File: src/rtl/mem_arb_pkg.sv
// Shared types and defaults for the IF/MEM single-port RAM arbiter.
package mem_arb_pkg;

  localparam int MAX_CONSEC_DEF = 4;

  typedef enum logic [1:0] {
    IDLE   = 2'd0,
    RD_IF  = 2'd1,
    RD_MEM = 2'd2
  } arb_state_t;

  typedef enum logic [1:0] {
    WIN_NONE = 2'd0,
    WIN_IF   = 2'd1,
    WIN_MEM  = 2'd2
  } winner_t;

endpackage

File: src/rtl/mem_arb_prio.sv
// Fixed MEM-over-IF priority with a saturating starvation counter that
// hands the port to IF after MAX_CONSEC back-to-back MEM grants.
module mem_arb_prio
  import mem_arb_pkg::*;
#(
  parameter int MAX_CONSEC = MAX_CONSEC_DEF
) (
  input  logic    clka,
  input  logic    rst,
  input  logic    if_req,
  input  logic    mem_req,
  input  logic    grant,
  output winner_t winner
);

  localparam int            CW      = $clog2(MAX_CONSEC + 1);
  localparam logic [CW-1:0] CNT_MAX = CW'(MAX_CONSEC);

  logic [CW-1:0] starve_cnt;

  always_comb begin
    winner = WIN_NONE;
    if (if_req && (starve_cnt == CNT_MAX)) begin
      winner = WIN_IF;
    end else if (mem_req) begin
      winner = WIN_MEM;
    end else if (if_req) begin
      winner = WIN_IF;
    end
  end

  // Only a MEM grant that actually makes IF wait counts toward starvation.
  always_ff @(posedge clka) begin
    if (rst) begin
      starve_cnt <= '0;
    end else if (!if_req) begin
      starve_cnt <= '0;
    end else if (grant) begin
      if (winner == WIN_IF) begin
        starve_cnt <= '0;
      end else if ((winner == WIN_MEM) && (starve_cnt != CNT_MAX)) begin
        starve_cnt <= starve_cnt + 1'b1;
      end
    end
  end

endmodule

File: src/rtl/mem_arbiter.sv
// Two-requester (instruction fetch, load/store) arbiter for a single-port
// RAM with 1-cycle read latency. Grants happen only in IDLE.
//
// state  | meaning
// IDLE   | arbitrate; drive ram_* for the winner in the same cycle
// RD_IF  | fetch data returning from RAM, present on if_rdata
// RD_MEM | load data returning from RAM, present on mem_rdata
module mem_arbiter
  import mem_arb_pkg::*;
#(
  parameter int AW         = 32,
  parameter int MAX_CONSEC = MAX_CONSEC_DEF
) (
  input  logic          clka,
  input  logic          rst,
  input  logic          if_req,
  input  logic [AW-1:0] if_addr,
  input  logic          if_flush,
  output logic [31:0]   if_rdata,
  output logic          if_valid,
  output logic          if_stall,
  input  logic          mem_req,
  input  logic          mem_we,
  input  logic [3:0]    mem_wstrb,
  input  logic [AW-1:0] mem_addr,
  input  logic [31:0]   mem_wdata,
  output logic [31:0]   mem_rdata,
  output logic          mem_valid,
  output logic          mem_stall,
  output logic          ram_en,
  output logic [3:0]    ram_we,
  output logic [AW-1:0] ram_addr,
  output logic [31:0]   ram_wdata,
  input  logic [31:0]   ram_rdata
);

  arb_state_t  state;
  winner_t     winner;
  logic        if_req_arb;
  logic        grant;
  logic        grant_if;
  logic        grant_mem;
  logic        store_go;
  logic [31:0] if_rdata_q;
  logic [31:0] mem_rdata_q;

  // A flushed fetch must not win this cycle, but MEM is unaffected.
  assign if_req_arb = if_req & ~if_flush;

  mem_arb_prio #(
    .MAX_CONSEC (MAX_CONSEC)
  ) u_prio (
    .clka    (clka),
    .rst     (rst),
    .if_req  (if_req_arb),
    .mem_req (mem_req),
    .grant   (grant),
    .winner  (winner)
  );

  assign grant     = !rst && (state == IDLE) && (winner != WIN_NONE);
  assign grant_if  = grant && (winner == WIN_IF);
  assign grant_mem = grant && (winner == WIN_MEM);
  assign store_go  = grant_mem && mem_we;

  always_comb begin
    ram_en    = grant;
    ram_we    = 4'h0;
    ram_addr  = '0;
    ram_wdata = 32'h0;
    if (grant_mem) begin
      ram_addr  = mem_addr;
      ram_wdata = mem_wdata;
      if (mem_we) begin
        ram_we = mem_wstrb;
      end
    end else if (grant_if) begin
      ram_addr = if_addr;
    end
  end

  assign if_valid  = !rst && (state == RD_IF) && !if_flush;
  assign mem_valid = !rst && ((state == RD_MEM) || store_go);

  // Read data is forwarded live from the RAM and captured so it holds afterwards.
  assign if_rdata  = rst ? 32'h0 : (if_valid ? ram_rdata : if_rdata_q);
  assign mem_rdata = rst ? 32'h0 : ((state == RD_MEM) ? ram_rdata : mem_rdata_q);

  assign if_stall  = if_req & ~if_valid;
  assign mem_stall = mem_req & ~mem_valid;

  always_ff @(posedge clka) begin
    if (rst) begin
      state       <= IDLE;
      if_rdata_q  <= 32'h0;
      mem_rdata_q <= 32'h0;
    end else begin
      case (state)
        IDLE: begin
          if (grant_if) begin
            state <= RD_IF;
          end else if (grant_mem && !mem_we) begin
            state <= RD_MEM;
          end
        end
        RD_IF: begin
          if (!if_flush) begin
            if_rdata_q <= ram_rdata;
          end
          state <= IDLE;
        end
        RD_MEM: begin
          mem_rdata_q <= ram_rdata;
          state       <= IDLE;
        end
        default: state <= IDLE;
      endcase
    end
  end

endmodule

File: config.mk
export PLATFORM = sky130hd
export DESIGN_NAME = mem_arbiter
export DESIGN_NICKNAME = d
export VERILOG_FILES = /design/src/rtl/mem_arb_pkg.sv /design/src/rtl/mem_arb_prio.sv /design/src/rtl/mem_arbiter.sv
export SDC_FILE = /design/constraint.sdc
export NUM_CORES = 1
export LEC_CHECK = 0
export CORE_AREA = 2 2 108 110
export CTS_BUF_LIST = sky130_fd_sc_hd__clkbuf_2
export CTS_CLUSTER_DIAMETER = 100
export DETAILED_ROUTE_END_ITERATION = 12
export DIE_AREA = 0 0 110 112
export GPL_ROUTABILITY_DRIVEN = 0
export PLACE_DENSITY = 0.75
export SLEW_MARGIN = 20
export SYNTH_ARGS = -nofsm -noshare
export SYNTH_HDL_FRONTEND = slang
export SYNTH_HIERARCHICAL = 1
export SYNTH_SLANG_ARGS = --single-unit
File: constraint.sdc
create_clock -name clka -period 3.55 [get_ports clka]
set_input_delay 0.355 -clock clka [delete_from_list [all_inputs] [get_ports clka]]
set_output_delay 0.355 -clock clka [all_outputs]
set_load 0.05 [all_outputs]
# Word level (Yosys, flattened, before mapping)
# Cells that the tools add are included.
# totals
out_inout_bits,137
inputBits,138
regBits,69
# classes
eq_ne,6
addsub,1
n_reduce_logical,24
n_bitwise,8
muxes,16
# op_table
operator,count
2-to-1 mux 32 bit,7
logical AND 1 bit,11
2-to-1 mux 4 bit,2
2-to-1 mux 3 bit,2
nonzero test 2 bit,3
inverter 1 bit,5
== test 2 x 1 -> 1 bit (second input constant),2
== test 2 bit (second input constant),2
2-to-1 mux 2 bit,2
AND reduction 2 bit,2
OR reduction 2 bit,2
adder 3 x 1 -> 3 bit (second input constant),1
bitwise AND 1 bit,3
== test 3 bit (second input constant),1
logical NOT 1 bit,3
2-to-1 mux 1 bit,3
!= test 3 bit (second input constant),1
OR reduction 3 bit,1
logical NOT 2 bit,1
logical OR 1 bit,1

# Longest topological paths before layout
# Gate-level depths: netlist of run 1.
# logic_depth
word_depth,13
mapped_depth,9
ltp_nobuf,8

# By module
# The synthesis of run 1 kept the hierarchy.
# by_module_without_submodules
module,n_inst,cells_each,area_per_inst_um2
mem_arbiter,1,414,3105.5
mem_arb_prio,1,22,187.7

# Least setup slack after synthesis of run 1
# Ideal clock, no wire load.
# synth_path
kind,register to output
startpoint,register u_prio.starve_cnt[0]
endpoint,output port mem_valid
setup_slack_ps,773
t_arrival_ps,2422
path_stages_with_launch,7
path_cell_list,dfxtp_1 -> inv_1 -> ha_1 -> a31oi_1 -> nor2b_1 -> a21oi_1 -> nor3_1
# synth_between
elab_chain_cells,9
# synth_lines
item,line_no,rtl
"start, declared",mem_arb_prio.sv:19,logic [CW-1:0] starve_cnt;
"start signal, assigned",mem_arb_prio.sv:42,starve_cnt <= starve_cnt + 1'b1;
== test 3 bit (*),mem_arb_prio.sv:23,if (if_req && (starve_cnt == CNT_MAX)) begin
logical AND 1 bit (*),mem_arb_prio.sv:23,
2-to-1 mux 2 bit (*),mem_arb_prio.sv:23,
net winner[1],mem_arbiter.sv:38,winner_t winner;
nonzero test 2 bit,mem_arbiter.sv:61,assign grant = !rst && (state == IDLE) && (winner != WIN_NONE);
logical AND 1 bit,mem_arbiter.sv:61,
logical AND 1 bit (*),mem_arbiter.sv:63,assign grant_mem = grant && (winner == WIN_MEM);
logical AND 1 bit (*),mem_arbiter.sv:64,assign store_go = grant_mem && mem_we;
logical OR 1 bit (*),mem_arbiter.sv:83,assign mem_valid = !rst && ((state == RD_MEM) || store_go);
logical AND 1 bit (*),mem_arbiter.sv:83,
"end, declared",mem_arbiter.sv:28,"output logic mem_valid,"
# The timed path passes the listed nets; every way through them passes the cells marked *.

# Worst setup path after layout of run 1
# layout_path
startpoint,register u_prio.starve_cnt[1]
endpoint,output port ram_we[1]
# layout_between
elab_chain_cells,7
# layout_lines
item,line_no,rtl
== test 3 bit (*),mem_arb_prio.sv:23,
logical AND 1 bit (*),mem_arb_prio.sv:23,
2-to-1 mux 2 bit (*),mem_arb_prio.sv:23,
net winner[1],mem_arbiter.sv:38,
nonzero test 2 bit,mem_arbiter.sv:61,
logical AND 1 bit,mem_arbiter.sv:61,
logical AND 1 bit (*),mem_arbiter.sv:63,
2-to-1 mux 4 bit (*),mem_arbiter.sv:71,if (grant_mem) begin
"end, declared",mem_arbiter.sv:31,"output logic [3:0] ram_we,"
# Marks and branches as above.

==> results of run 1 <==
[per-layer routing]
layer	vias up	track usage, %	share of wire [%]
met1	1902	24.79	39
met4	0	8.186	2.3
met2	187	38.69	51
met5	-	0	0
li1	2025	-	-
met3	24	5.445	8.6
[layout make-up]
| class | instances | share of cell area (%) |
|---|---|---|
| Clock buffer | 9 | 0.6267 |
| Clock inverter | 7 | 1.358 |
| Inverter | 3 | 0.1567 |
| Multi-Input combinational cell | 326 | 24.03 |
| Sequential cell | 69 | 19.22 |
| Tap cell | 143 | 2.490 |
| Timing Repair Buffer | 283 | 52.12 |
[registers in the layout, summed over array words and instances (netlist names)]
| signal | cells |
|---|---|
| mem_rdata_q | 32 |
| u_prio/starve_cnt | 3 |
| state | 2 |
| if_rdata_q | 32 |
[per-stage QoR]
step	hold WS, ns	cells	area [um^2]	util, %	setup WS (ns)
after CTS	0.2815	840	7187	64.32	0.3319
after floorplan	0.4266	436	3293	-	0.7726
after detailed placement	0.4498	824	7044	63.04	0.5491
after global placement	0.4462	824	7044	63.04	0.6222
after global routing	0.2968	840	7187	64.32	0.1488
final	0.3293	840	7187	64.32	0.3638
[worst paths after layout]
kind                        start  slack [ns]  cells after the start             end
max          u_prio/starve_cnt[1]        0.36                      8       ram_we[1]
min                           rst        0.33                      2  if_rdata_q[16]
max reg2reg  u_prio/starve_cnt[1]        1.43                      7        state[1]
min reg2reg        mem_rdata_q[1]        0.47                      2  mem_rdata_q[1]
[critical path, stage by stage (launching register included)]
cell and delay, ns:
dfxtp_1 0.41, inv_1 0.05, ha_1 0.20, a31oi_1 0.38, nor2b_1 0.21, and2_1 0.45
buf_12 0.23, and3_1 0.23, buf_12 0.15
[cell families (layout without fill, tap and decap cells)]
kind of cell	after synthesis	in the layout	share of synthesized area [%]
buffers and inverters	41	302	6.041
AO/OA/AOI/OAI	135	135	24.54
flip-flops	69	69	41.95
adder cells (fa/ha/maj)	2	2	0.7598
AND/OR/NAND/NOR	189	189	26.71
[cell usage in the layout, fill, tap and decap left out, types with 3 or more instances in the layout]
| cell type | synthesis | layout |
|---|---|---|
| a21oi_1 | 99 | 99 |
| clkdlybuf4s50_1 | 0 | 168 |
| nor2_1 | 3 | 3 |
| buf_12 | 0 | 96 |
| inv_1 | 3 | 3 |
| nand2b_1 | 5 | 5 |
| nor2b_1 | 6 | 5 |
| clkbuf_2 | 0 | 9 |
| and3_1 | 36 | 36 |
| buf_4 | 4 | 19 |
| dfxtp_1 | 69 | 69 |
| a22o_1 | 32 | 32 |
| nand2_1 | 128 | 128 |
[power groups by stage]
stage | Clock, mW | Combinational (mW) | Sequential [mW]
2_1_floorplan | 0 | 0.288 | 0.810
3_3_place_gp | 0 | 0.657 | 0.810
3_5_place_dp | 0 | 0.663 | 0.811
4_1_cts | 0.556 | 0.665 | 0.796
5_1_grt | 0.583 | 0.690 | 0.798
6_report | 0.541 | 0.662 | 0.796
==> flow_metrics.py, run 1 <==
metrics = {
    "status": {
        "outcome": "finished clean",
    },
    "power": {
        "pwr-share-seq_pct": 39.8,
        "clockPowerShare_pct": 27.1,
        "switching_share_pct": 32.06,
        "p_int_mw": 1.358,
        "power.density_mw_per_mm2": 278.1,
        "vdd_ir_drop_max_v": 0.0001694,
        "comb_power_share_pct": 33.1,
        "netSwitchingPower_mw": 0.6408,
        "total_power_mw": 1.999,
        "leakage_nw": 2.769,
    },
    "die": {
        "start_util_pct": 29.47,
        "die_w_um": 110,
        "fp.dieH_um": 112,
        "die_area_mm2": 0.01232,
        "io_pins": 275,
        "row_count": 39,
        "core_mm2": 0.01117,
    },
    "drt": {
        "drt_pass1_iterations": 4,
        "drc": 0,
        "postRouteAntennaNets": 0,
        "drt_iter0_markers": 202,
        "via_per_inst": 4.926,
        "drt_wl_total_mm": 13.89,
        "num_vias": 4138,
        "wl_per_cell_um": 16.54,
    },
    "clock_tree": {
        "worstSkewPairLatency_ns": 0.49,
        "clk_pin_slew_ns": 0.23,
        "cts_max_level": 3,
        "postCtsHoldBufs": 0,
        "cts_setup_buffers": 0,
        "cts_buffers": 9,
        "cts_tree": "yes",
        "cts_root_buffer": "clkbuf_2",
        "cts_resized": 0,
        "clockBufferDepth": 2,
        "cts.sinks": 69,
    },
    "cells_and_area": {
        "synthToLayoutAreaGrowth_pct": 118.2,
        "antenna_cells": 0,
        "ff_latch_area_mm2": 0.001381,
        "multi_input_area_mm2": 0.001727,
        "final_net_count": 832,
        "drive_gt1_share_pct": 19.51,
        "n_fill_cell": 906,
    },
    "global_routing": {
        "track_usage_pct": 21.85,
        "grt_start_max_net_pins": 60,
        "grt_pass1_vias": 4109,
        "grt_first_pass_wirelength_mm": 20.87,
        "antenna_found_initial": 0,
        "gr-total-overflow": 0,
    },
    "synth": {
        "async_flop_share_pct": 0,
        "netlist_area_mm2": 0.003293,
        "ys_seq_elements": 69,
        "ys_seq_area_share_pct": 41.95,
        "yosysMostFrequentCell": "nand2_1",
        "syn_inst": 436,
        "yosys.area.top_type": "dfxtp_1",
        "synth_top_area_share_pct": 41.95,
        "ys_types": 26,
        "ys_top_cells_by_area": "dfxtp_1 (42%), a21oi_1 (15%), nand2_1 (15%)",
        "synth-main-ff-cell": "dfxtp_1",
        "synth-edff-count": 0,
        "synth_area_per_cell_um2": 7.553,
        "synth_common_cells": "nand2_1 (128), a21oi_1 (99), dfxtp_1 (69), and3_1 (36), a22o_1 (32)",
        "ys.warnings.count": 6,
        "synth_nets": 576,
    },
    "timing": {
        "fmax_mhz": 313.9,
        "relSlewSlack_pct": 61.97,
        "fin_worst_skew_ns": 0.02378,
        "fin_crit_ns": 3.186,
        "setup_viol": 0,
        "drv_slew": 0,
        "tightest_slew_ns": 0.5704,
        "rsz0062_at_grt": "false",
        "hold_viol": 0,
        "fin_crit_sh_pct": 89.75,
        "tns_ns": 0,
    },
    "worst_setup_path": {
        "worstPathMaxFanout": 25,
        "path_class": "flop to primary output",
        "cp-end-kind": "primary output",
        "start_kind": "flop",
        "critPathRequiredTime_ns": 3.19,
        "crit_arrival_ns": 2.83,
    },
    "placed_design": {
        "io_buffers": 274,
        "post-dp-hpwl_mm": 11.10,
    },
    "hold_path": {
        "hold_path_class": "primary input to flop",
    },
    "flow_run": {
        "max_cap_viol_count": 0,
    },
}
No activity file was read; power rests on OpenSTA's default activity.
==> run 2, diff against run 1 <==
SETUP_SLACK_MARGIN = 0.15   (was default)
==> run 2 against run 1 <==
Net effect: combinational power about the same; via count unchanged; global-route usage unchanged; clock skew unchanged; maximum frequency increased by 2.6%; worst hold slack unchanged; routed wire length unchanged; critical path depth decreased by 3; highest routed layer unchanged.
==> flow_metrics.py, run 2 (synthesis results as in run 1) <==
metrics = {
    "cells_and_area": {
        "drive_gt1_share_pct": 19.66,
        "mostFrequentLayoutCells": "clkdlybuf4s50_1 (168), nand2_1 (128), a21oi_1 (99)",
        "final_net_count": 832,
        "antenna_cells": 0,
        "n_fill_cell": 905,
        "post-route-cell-area_mm2": 0.007188,
        "final_common_cell": "clkdlybuf4s50_1",
        "synthToLayoutAreaGrowth_pct": 118.3,
        "finish.utilization_pct": 64.33,
        "reg_top3": "if_rdata_q x32, mem_rdata_q x32, u_prio/starve_cnt x3",
    },
    "drt": {
        "num_vias": 4138,
        "drt_wl_total_mm": 13.89,
        "via_per_inst": 4.926,
        "drt_iter0_markers": 202,
        "wl_per_cell_um": 16.54,
        "postRouteAntennaNets": 0,
        "drc": 0,
        "drt_pass1_iterations": 4,
    },
    "clock_tree": {
        "worstSkewPairLatency_ns": 0.49,
        "cts.sinks": 69,
        "cts_buffers": 9,
        "clockBufferDepth": 2,
        "cts_root_buffer": "clkbuf_2",
        "postCtsHoldBufs": 0,
        "cts_max_level": 3,
        "cts_resized": 0,
        "cts_tree": "yes",
        "clk_pin_slew_ns": 0.23,
        "cts_setup_buffers": 0,
    },
    "worst_setup_path": {
        "path_class": "flop to primary output",
        "startpoint": "state[1]",
        "start_kind": "flop",
        "r2r-start": "u_prio/starve_cnt[1]",
        "worstPathMaxFanout": 32,
        "r2r_slack_ns": 1.59,
        "critPathRequiredTime_ns": 3.19,
        "setup.worst_path.end": "mem_rdata[27]",
        "ff2ff_path_depth": 7,
        "reg2reg_to": "state[1]",
        "cp-end-kind": "primary output",
        "crit_arrival_ns": 2.75,
    },
    "timing": {
        "hold_viol": 0,
        "fmax_mhz": 322.0,
        "setup_slack_ns": 0.4442,
        "fin_worst_skew_ns": 0.02378,
        "relSlewSlack_pct": 61.97,
        "drv_slew": 0,
        "fin_crit_ns": 3.106,
        "fin_crit_sh_pct": 87.49,
        "tns_ns": 0,
        "tightest_slew_ns": 0.5704,
        "rsz0062_at_grt": "false",
        "setup_viol": 0,
    },
    "global_routing": {
        "grt_pass1_vias": 4109,
        "gr-total-overflow": 0,
        "grtUsageMet1_pct": 24.79,
        "top_usage_layer": "met2",
        "met2_usage_pct": 38.69,
        "track_usage_pct": 21.85,
        "antenna_found_initial": 0,
        "grt_first_pass_wirelength_mm": 20.87,
        "grt_start_max_net_pins": 60,
        "grtUsageMet3_pct": 5.445,
    },
    "placed_design": {
        "place_area_mm2": 0.007044,
        "post-dp-hpwl_mm": 11.10,
        "pre_cts_ws_ns": 0.5491,
        "io_buffers": 274,
    },
    "die": {
        "start_util_pct": 29.47,
        "core_mm2": 0.01117,
        "fp.dieH_um": 112,
        "die_area_mm2": 0.01232,
        "die_w_um": 110,
        "io_pins": 275,
        "row_count": 39,
    },
    "power": {
        "power.density_mw_per_mm2": 278.1,
        "vdd_ir_drop_max_v": 0.0001694,
        "leakage_nw": 2.770,
    },
    "flow_run": {
        "max_cap_viol_count": 0,
    },
    "hold_path": {
        "hold_path_class": "primary input to flop",
    },
    "status": {
        "outcome": "finished clean",
    },
}
==> run 2: worst min-delay path by stage <==
stage / from / endpoint / depth (start not counted)
after floorplan: mem_we / state[1] / 1
after global placement: mem_rdata_q[30] / mem_rdata_q[30] / 2
after detailed placement: mem_rdata_q[1] / mem_rdata_q[1] / 2
after CTS: rst / if_rdata_q[18] / 2
after global routing: rst / if_rdata_q[16] / 2
final: rst / if_rdata_q[16] / 2
==> run 2: worst max-delay path, stage by stage, from the launching register on <==
cell and delay (ns):
dfxtp_1 0.54, nor2b_2 0.19, buf_4 0.34, nand2_1 0.10, a21oi_1 0.19, clkdlybuf4s50_1 0.87
==> run 2: cell type report <==
class / instances / area [um^2] / share of cell area [%]
Inverter: 3 / 11.26 / 0.1567
Tap cell: 143 / 178.9 / 2.489
Timing Repair Buffer: 283 / 3746 / 52.11
Multi-Input combinational cell: 326 / 1728 / 24.04
Clock inverter: 7 / 97.59 / 1.358
Clock buffer: 9 / 45.04 / 0.6266
Sequential cell: 69 / 1381 / 19.22
==> run 2: metal layers <==
metal,up-vias,wire [um],share of wire [%]
met4,0,314,2.3
met1,1902,5366,39
li1,2025,-,-
met5,-,0,0
met3,24,1189,8.6
met2,187,7020,51
==> run 2: report_power, final <==
part           internal [mW]  total [mW]  switching (mW)
clock network          0.236       0.541           0.305
logic                  0.332       0.663           0.331
registers              0.791       0.796         0.00501
==> run 2: through the flow <==
step	hold WS, ns	power [mW]	cells
5_1_grt	0.2968	2.072	840
3_5_place_dp	0.4498	1.474	824
6_report	0.3293	1.999	840
3_3_place_gp	0.4462	1.468	824
4_1_cts	0.2815	2.017	840
2_1_floorplan	0.4266	1.097	436
